**src/rtl/if_fetch_unit.sv**
```systemverilog
// rtl/if_fetch_unit.sv - instruction fetch stage feeding the IF/ID register
//
// if_fetch_unit_fifo: small circular FIFO with synchronous flush.
//    clk, rst         clock, synchronous active-high reset
//    flush            empty the FIFO (pointers and count cleared)
//    push, push_data  write one entry
//    pop              drop the head entry (caller never pops when empty)
//    count            number of entries held
//    head_data        oldest entry (undefined when count is zero)
//
// if_fetch_unit: owns the PC, issues in-order fetches, queues the returned
// instructions and presents one per cycle with its address.
//    clk, rst                        clock, synchronous active-high reset
//    hold_in                         IF/ID not accepting this cycle
//    jump_en, jump_addr              redirect; target forced word aligned
//    imem_req_valid/ready/addr       fetch request handshake
//    imem_rsp_valid, imem_rsp_data   in-order fetch response, never stalled
//    inst_valid, inst_out,
//    inst_addr_out                   queue head; NOP_INST / 0 when empty

module if_fetch_unit_fifo #(
   parameter int WIDTH = 32,
   parameter int DEPTH = 2
) (
   input  logic                   clk,
   input  logic                   rst,
   input  logic                   flush,
   input  logic                   push,
   input  logic [WIDTH-1:0]       push_data,
   input  logic                   pop,
   output logic [$clog2(DEPTH):0] count,
   output logic [WIDTH-1:0]       head_data
);

   localparam int AW = $clog2(DEPTH);
   localparam int CW = AW + 1;
   localparam logic [AW-1:0] PTR_ONE = AW'(1);
   localparam logic [CW-1:0] CNT_ONE = CW'(1);

   logic [WIDTH-1:0] mem [DEPTH];
   logic [AW-1:0]    wr_ptr;
   logic [AW-1:0]    rd_ptr;

   assign head_data = mem[rd_ptr];

   always_ff @(posedge clk) begin
      if (rst || flush) begin
         wr_ptr <= '0;
         rd_ptr <= '0;
         count  <= '0;
      end else begin
         if (push) begin
            wr_ptr <= wr_ptr + PTR_ONE;
         end
         if (pop) begin
            rd_ptr <= rd_ptr + PTR_ONE;
         end
         case ({push, pop})
            2'b10:   count <= count + CNT_ONE;
            2'b01:   count <= count - CNT_ONE;
            default: count <= count;
         endcase
      end
   end

   // Storage carries no reset: slots are only observed while count says valid.
   always_ff @(posedge clk) begin
      if (push && !flush && !rst) begin
         mem[wr_ptr] <= push_data;
      end
   end

endmodule

module if_fetch_unit #(
   parameter logic [31:0] RESET_PC = 32'h0000_0000,
   parameter int          DEPTH    = 2,
   parameter logic [31:0] NOP_INST = 32'h0000_0013
) (
   input  logic        clk,
   input  logic        rst,
   input  logic        hold_in,
   input  logic        jump_en,
   input  logic [31:0] jump_addr,
   output logic        imem_req_valid,
   input  logic        imem_req_ready,
   output logic [31:0] imem_req_addr,
   input  logic        imem_rsp_valid,
   input  logic [31:0] imem_rsp_data,
   output logic        inst_valid,
   output logic [31:0] inst_out,
   output logic [31:0] inst_addr_out
);

   localparam int CW = $clog2(DEPTH) + 1;
   localparam logic [CW-1:0] CNT_ONE = CW'(1);
   localparam logic [CW:0]   CREDIT  = (CW + 1)'(DEPTH);

   logic [31:0]   pc;
   logic [31:0]   jump_target;
   logic [CW-1:0] outstanding;
   logic [CW-1:0] discard;
   logic [CW-1:0] q_count;
   logic [CW:0]   in_use;
   logic [31:0]   pend_addr;
   logic [63:0]   q_head;
   logic          req_fire;
   logic          q_push;
   logic          q_pop;

   assign jump_target = jump_addr & 32'hFFFF_FFFC;

   // Head leaves toward IF/ID this cycle; a redirect flushes it instead.
   assign q_pop = inst_valid && !hold_in && !jump_en;

   // Slots in use counting requests in flight plus queued entries. The entry
   // leaving this cycle frees its slot immediately, which is what lets a
   // two-entry design sustain one fetch per cycle with single-cycle memory;
   // under hold nothing leaves and the queue simply fills.
   assign in_use = {1'b0, outstanding} + {1'b0, q_count} - {{CW{1'b0}}, q_pop};

   assign imem_req_valid = !rst && !jump_en && (in_use < CREDIT);
   assign imem_req_addr  = pc;
   assign req_fire       = imem_req_valid && imem_req_ready;

   // A response is kept only when no stale fetches remain to be dropped and
   // no redirect is happening in the same cycle.
   assign q_push = imem_rsp_valid && (discard == '0) && !jump_en;

   // Addresses of accepted requests, consumed one per response. Its
   // occupancy is the number of requests still outstanding; it is not
   // flushed on redirect because stale responses still arrive.
   if_fetch_unit_fifo #(
      .WIDTH (32),
      .DEPTH (DEPTH)
   ) u_addr_fifo (
      .clk       (clk),
      .rst       (rst),
      .flush     (1'b0),
      .push      (req_fire),
      .push_data (pc),
      .pop       (imem_rsp_valid),
      .count     (outstanding),
      .head_data (pend_addr)
   );

   // Returned instructions tagged with their fetch address.
   if_fetch_unit_fifo #(
      .WIDTH (64),
      .DEPTH (DEPTH)
   ) u_inst_fifo (
      .clk       (clk),
      .rst       (rst),
      .flush     (jump_en),
      .push      (q_push),
      .push_data ({pend_addr, imem_rsp_data}),
      .pop       (q_pop),
      .count     (q_count),
      .head_data (q_head)
   );

   always_ff @(posedge clk) begin
      if (rst) begin
         pc <= RESET_PC;
      end else if (jump_en) begin
         pc <= jump_target;
      end else if (req_fire) begin
         pc <= pc + 32'd4;
      end
   end

   // On redirect every fetch still in flight after this cycle is stale; a
   // response arriving in the redirect cycle is already dropped by q_push.
   always_ff @(posedge clk) begin
      if (rst) begin
         discard <= '0;
      end else if (jump_en) begin
         discard <= imem_rsp_valid ? (outstanding - CNT_ONE) : outstanding;
      end else if (imem_rsp_valid && (discard != '0)) begin
         discard <= discard - CNT_ONE;
      end
   end

   assign inst_valid    = (q_count != '0);
   assign inst_out      = inst_valid ? q_head[31:0]  : NOP_INST;
   assign inst_addr_out = inst_valid ? q_head[63:32] : 32'h0000_0000;

endmodule
```
**config.mk**
```make
export PLATFORM = sky130hd
export DESIGN_NAME = if_fetch_unit
export DESIGN_NICKNAME = d
export VERILOG_FILES = /design/src/rtl/if_fetch_unit.sv
export SDC_FILE = /design/constraint.sdc
export NUM_CORES = 1
export LEC_CHECK = 0
export CORE_ASPECT_RATIO = 1.4
export CORE_MARGIN = 1.5
export CORE_UTILIZATION = 53
export CTS_BUF_LIST = sky130_fd_sc_hd__clkbuf_4 sky130_fd_sc_hd__clkbuf_8 sky130_fd_sc_hd__clkbuf_16
export DETAILED_ROUTE_END_ITERATION = 8
export GPL_ROUTABILITY_DRIVEN = 0
export GPL_TIMING_DRIVEN = 1
export PLACE_DENSITY = 0.78
export SLEW_MARGIN = 20
export SYNTH_ARGS = -nofsm -noshare
export SYNTH_HDL_FRONTEND = slang
export SYNTH_SLANG_ARGS = --single-unit
```
**constraint.sdc**
```tcl
create_clock -name clk -period 7.81 [get_ports clk]
set_clock_uncertainty 0.2 [all_clocks]
set_input_delay 1.562 -clock clk [delete_from_list [all_inputs] [get_ports clk]]
set_output_delay 1.562 -clock clk [all_outputs]
set_load 0.01 [all_outputs]
```
==> results by group, run 1 <==
Global route
  – Largest net degree at the start of global routing: 63
  – Vias in the first global route: 5996
  – Initial antenna violation count: 0
  – First-pass GRT wire length: 30200 um
  – GR Util All Layers: 20.8%
  – Global route overflow: 0

STA
  – Sum Neg Setup Slack: 0 ns
  – Final worst-path setup slack: 1.67 ns
  – Max-slew violations: 0
  – Final period util: 78.7%
  – Fmax: 163 MHz
  – Slew at the pin with the worst max-slew slack: ~1.1 ns
  – Fin crit period: slightly above 6 ns
  – RSZ-0062 raised after global routing: no
  – Final-report setup violation count: 0
  – Final Hold Fails: 0
  – Max-slew headroom: 26.9%

Drt
  – Vias: 5962
  – Vias/cell: ~5.5
  – Routed Antenna Nets: 0
  – DR pass1 iterations: 5
  – Initial DRC Count: 360
  – Drt drc: 0
  – Routed len/inst: 17.6 um
  – Routed WL: about 19000 um

Critical path
  – Setup crit end kind: primary output
  – Crit Path Class: input pin to primary output
  – CP required: around 6.1 ns
  – Crit path DAT: between 4 and 5 ns
  – Crit start category: input pin
  – Worst-path fanout max: 7

Logic synthesis
  – Top-count cell post-synth: edfxtp_1
  – Warnings from Yosys: 0
  – Sequential fraction of the synthesis area: 68.1%
  – EDFF count, synth: about 180
  – Ys async rst share: 0%
  – Cells after synthesis: 668
  – Synth Area per Inst: approximately 14 um^2
  – Synth cell count leaders: edfxtp_1 (184), nor2_1 (87), mux2i_1 (63)
  – Top FF cell, synth: edfxtp_1
  – Post-synth top area cell: edfxtp_1
  – Area fraction of the dominant cell type after synthesis: 59.1%
  – Area contributors post-synth: edfxtp_1 (59%), dfxtp_1 (9.0%), mux2i_1 (6.7%), mux2_2 (3.9%), nor2_1 (3.5%)
  – #FFs+latches synth: 226
  – Post-synth cell types: 62
  – Synth Cell Area: a little over 0.009 mm^2

Floorplanning
  – Die H: 160 um
  – Initial Utilization: 54.0%
  – Core area: 0.0173 mm^2
  – # IOs: 168
  – Row Count: 57
  – Die footprint: between 0.015 and 0.02 mm^2
  – DIE WIDTH: 115 um

Power and ir drop
  – Leak: 3.88 nW
  – Logic pwr share: 8.9%
  – Share of power burned in registers: roughly 52%
  – Peak VDD IR: 0.164 mV
  – Int Power: about 2.1 mW
  – Power Dens Cells: 225 mW/mm^2
  – Clock Power Share: 39.0%
  – Switching power total: 0.582 mW
  – Sw Ratio: 21.8%
  – Pwr Total: between 2 and 3 mW

Final layout
  – Share of cells above drive strength 1: 11.8%
  – Fillers: around 1200
  – Inserted Diodes: 0
  – Final Net Count: 907
  – Area Overhead vs Synth: 27.1%

Clocking
  – Post-cts sizing count: 0
  – Root Driver: clkbuf_16
  – Clk_lat worst skew: 0.50 ns
  – Largest buffer count on any clock path: 3
  – H-tree levels: 1
  – Post-CTS Setup Inserts: 0
  – CTS sink count: ~230
  – CTS tree: done
  – Clk pin slew, worst setup/hold paths: 0.06 ns
  – Post-cts hold buffer count: 0
  – Total CTS buffers: 22

Min path
  – Hold Crit Class: flip-flop to flip-flop

Run status
  – Outcome: completed

Job
  – Max-cap check violation count: 0

Place
  – DP Wirelength: 12200 um
  – Dpl ws: approximately 1.7 ns
  – Number of port buffers: roughly 160
## cell type report
class | instances | area, um^2 | share of cell area [%]
clock buffers | 27 | 606 | 5.10
multi-input cells | 399 | 2780 | 23.4
flip-flops and latches | 226 | 6370 | 53.6
inverters | 12 | 45.0 | 0.379
clock inverters | 13 | 119 | 1.00
repair buffers | 169 | 1670 | 14.1
well taps | 236 | 295 | 2.49
## stage by stage
| step | instance area [um^2] | hold slack, ns | utilization (%) | instances |
|---|---|---|---|---|
| floorplan | 9360 | 0.270 | - | 671 |
| global placement | 11200 | 0.295 | 64.4 | 1042 |
| detailed placement | 11200 | 0.306 | 64.4 | 1042 |
| CTS | 11900 | 0.330 | 68.6 | 1082 |
| global route | 11900 | 0.348 | 68.6 | 1082 |
| finish | 11900 | 0.329 | 68.6 | 1082 |
## cell usage in the layout, fill, tap and decap left out, types with 12 or more instances in the layout
cell type,instances
mux2_2,32
clkdlybuf4s50_1,161
o21ai_0,12
nor2_1,85
nand2_1,42
clkbuf_16,23
mux2i_1,63
a21oi_1,23
a31oi_1,12
dfxtp_1,41
edfxtp_1,184
nand3_1,12
## critical path, stage by stage
cell             delay (ns)
clkdlybuf4s50_1        0.42
nor3_1                 0.42
ha_1                   0.33
nand2b_1               0.16
fa_1                   0.42
xnor2_2                0.45
nor2_1                 0.12
clkdlybuf4s50_1        0.50
## power by group through the flow
stage / Clock (mW) / Sequential [mW] / Combinational, mW
after floorplan: 0 / 1.41 / 0.125
after global placement: 0 / 1.41 / 0.229
after detailed placement: 0 / 1.42 / 0.238
after CTS: 1.06 / 1.39 / 0.241
after global routing: 1.11 / 1.40 / 0.259
final: 1.04 / 1.39 / 0.239
## metal layers
metal / up-vias / part of all wire (%) / track usage (%)
met3: 58 / 6.6 / 3.38
met2: 267 / 52 / 36.8
met5: - / 0 / 0
li1: 2802 / - / -
met4: 0 / 3.5 / 8.75
met1: 2835 / 38 / 24.8
## final timing paths
check / startpoint / endpoint / slack (ns) / cells after the start
worst min register to register: u_addr_fifo.rd_ptr / flip-flop / 0.33 / 2
worst max register to register: u_inst_fifo.count[0] / u_addr_fifo.count[1] / 3.74 / 11
worst min-delay path: u_addr_fifo.rd_ptr / flip-flop / 0.33 / 2
worst max-delay path: jump_en / imem_req_valid / 1.67 / 8
## sequential cells by signal, indices dropped and copies added, names as in the netlist, 2 cells and up, named ones only
register / count
u_inst_fifo.count: 2
discard: 2
u_addr_fifo.count: 2
imem_req_addr: 30
u_inst_fifo.mem: 124
u_addr_fifo.mem: 60
## cells by family (layout without fill, tap and decap cells)
group           count (synthesis)  in the layout  share of synthesized area [%]
simple gates                  202            202                           10.9
xor+xnor                       18             18                           1.77
compound gates                 73             73                           4.99
fa+ha+maj                       7              7                           1.02
mux                            95             95                           10.6
other cells                     1              4                         0.0401
buf+inv                        46            221                           2.58
flops                         226            226                           68.1
No activity file was read; power rests on OpenSTA's default activity.
==> run 2, diff against run 1 <==
==> constraint.sdc (replaced) <==
create_clock -name clk -period 6.3 [get_ports clk]
set_clock_uncertainty 0.2 [all_clocks]
set_input_delay 1.26 -clock clk [delete_from_list [all_inputs] [get_ports clk]]
set_output_delay 1.26 -clock clk [all_outputs]
set_load 0.01 [all_outputs]
==> run 2 against run 1 <==
  * Clock-buffer cell count up 2
  * Non-clock buffer count unchanged
  * Combinational power up 24%
  * Highest routed layer unchanged
  * Largest cell class unchanged
  * Global-route usage up 0.42 points
  * Setup slack worse by 0.89 ns
  * Sequential share of layout area up 0.24 points
  * Final area down 0.44%
==> results by group, run 2 (synthesized netlist as in run 1, its figures left out) <==
Run status
  – Outcome: completed

Drt
  – Initial DRC Count: 389
  – Routed len/inst: 18.3 um
  – Routed WL: 19800 um
  – Drt drc: 0
  – Vias: 5966
  – DR pass1 iterations: 6
  – Routed Antenna Nets: 0
  – Vias/cell: 5.52

Global route
  – Vias in the first global route: 6110
  – First-pass GRT wire length: 30800 um
  – GR Util All Layers: a little over a fifth
  – Global route overflow: 0
  – Largest net degree at the start of global routing: 63
  – Initial antenna violation count: 0

Clocking
  – Largest buffer count on any clock path: 3
  – Clk pin slew, worst setup/hold paths: 0.06 ns
  – Clk_lat worst skew: 0.50 ns
  – H-tree levels: 1
  – Total CTS buffers: 21
  – Post-cts hold buffer count: 0
  – Root Driver: clkbuf_16
  – CTS sink count: 226
  – Post-CTS Setup Inserts: 0
  – Post-cts sizing count: 0
  – CTS tree: done

STA
  – RSZ-0062 raised after global routing: no
  – Final-report setup violation count: 0
  – Sum Neg Setup Slack: 0 ns
  – Max-slew headroom: a little over a quarter
  – Fin crit period: 5.53 ns
  – Final Hold Fails: 0
  – Max-slew violations: 0
  – Final worst-path setup slack: 0.771 ns
  – Slew at the pin with the worst max-slew slack: approximately 1.1 ns
  – Fmax: 181 MHz
  – Final period util: 87.8%

Critical path
  – Crit path largest cell delay: 0.50 ns
  – Critical-path cell list: clkdlybuf4s50_1, nor3_1, ha_1, nand2b_1, fa_1, xnor2_2, nor2_1, clkdlybuf4s50_1
  – Path depth of the worst reg2reg path: 11
  – Cell mode on critical path: clkdlybuf4s50_1
  – Crit path DAT: 4.07 ns
  – Reg2reg end: u_addr_fifo.count[1]
  – Reg2reg start: u_inst_fifo.count[0]
  – Worst R2R Setup Slack: around 2.2 ns
  – Slowest cell on the critical path: clkdlybuf4s50_1
  – CP required: 4.84 ns
  – Crit start category: input pin
  – Setup crit end kind: primary output
  – Worst-path fanout max: 7
  – Crit Path Class: input pin to primary output

Final layout
  – Share of cells above drive strength 1: 12.0%
  – Inserted Diodes: 0
  – Most frequent cells in the layout: edfxtp_1 (184), clkdlybuf4s50_1 (161), nor2_1 (85)
  – Largest register by flop count: u_inst_fifo.mem
  – Final Net Count: slightly above 900
  – Most common cell after layout, fill and taps aside: edfxtp_1
  – Area Overhead vs Synth: 26.5%
  – Max reg flops: 124

Power and ir drop
  – Peak VDD IR: 0.204 mV
  – Leak: around 3.9 nW
  – Power Dens Cells: 272 mW/mm^2
  – Pwr Total: roughly 3.2 mW

Min path
  – Hold path depth: 2
  – Worst Hold Path EP: u_addr_fifo.count[1]
  – Hold Crit Class: flip-flop to flip-flop
  – Hold wc startpoint: u_addr_fifo.count[1]

Job
  – Max-cap check violation count: 0

Floorplanning
  – Row Count: 57
  – Die H: roughly 160 um
  – DIE WIDTH: 115 um
  – # IOs: around 170
  – Initial Utilization: a little over half
  – Core area: about 0.017 mm^2
  – Die footprint: 0.0185 mm^2

Place
  – Dpl ws: just over 0.8 ns
  – DP Wirelength: 12700 um
  – Number of port buffers: 161
[run 2: cell types whose count changed in the layout (fill, tap and decap cells not counted), sizes merged]
cell / change
bufinv: -2
clkinvlp: -2
clkbuf: +2
[run 2: through the flow]
step           hold slack, ns  instances  util, %  cell area, um^2
2_1_floorplan           0.270        671        -             9370
3_3_place_gp            0.294       1042     64.5            11200
3_5_place_dp            0.304       1042     64.5            11200
4_1_cts                 0.321       1080     68.3            11800
5_1_grt                 0.355       1080     68.3            11800
6_report                0.318       1080     68.3            11800
[run 2: worst max-delay path: cells and delay by family]
kind	cells	cell delay (ns)
fa+ha+maj	2	0.74
buf+inv	2	0.92
xor+xnor	1	0.42
simple gates	3	0.72
[run 2: routing by layer]
| metal | GRT usage [%] | routed length [um] |
|---|---|---|
| met5 | 0 | 0 |
| met2 | 39.2 | 10500 |
| met4 | 7.69 | 531 |
| met1 | 24.7 | 7710 |
| met3 | 2.77 | 1040 |
[run 2: report_power, final]
| group | total (mW) | leakage [nW] | switching (mW) | internal, mW |
|---|---|---|---|---|
| Sequential | 1.73 | 2.02 | 0.0508 | 1.67 |
| Clock | 1.20 | 0.333 | 0.524 | 0.672 |
| Combinational | 0.296 | 1.51 | 0.146 | 0.150 |
[run 2: cell type report]
class | count | area, um^2
clock buffers | 29 | 598
clock inverters | 9 | 61.3
fillers | 1189 | 5500
inverters | 12 | 45.0
multi-input cells | 399 | 2790
flip-flops and latches | 226 | 6370
well taps | 236 | 295
repair buffers | 169 | 1670
[run 2: worst max path at each step]
stage	from	endpoint	slack (ns)	cells past startpoint
2_1_floorplan	jump_en	u_addr_fifo.mem[0][10]	1.06	10
4_1_cts	jump_en	imem_req_valid	0.80	8
3_5_place_dp	jump_en	imem_req_valid	0.81	8
6_report	jump_en	imem_req_valid	0.77	8
5_1_grt	jump_en	imem_req_valid	0.66	8
3_3_place_gp	jump_en	imem_req_valid	0.83	8
==> run 3, diff against run 2 <==
--- a/config.mk
+++ b/config.mk
@@ -13,6 +13,7 @@
 export GPL_ROUTABILITY_DRIVEN = 0
 export GPL_TIMING_DRIVEN = 1
 export PLACE_DENSITY = 0.78
+export SKIP_CTS_REPAIR_TIMING = 1
 export SLEW_MARGIN = 20
 export SYNTH_ARGS = -nofsm -noshare
 export SYNTH_HDL_FRONTEND = slang
==> results of run 3 <==
Final layout, timing and power as in run 2 (identical DEF).
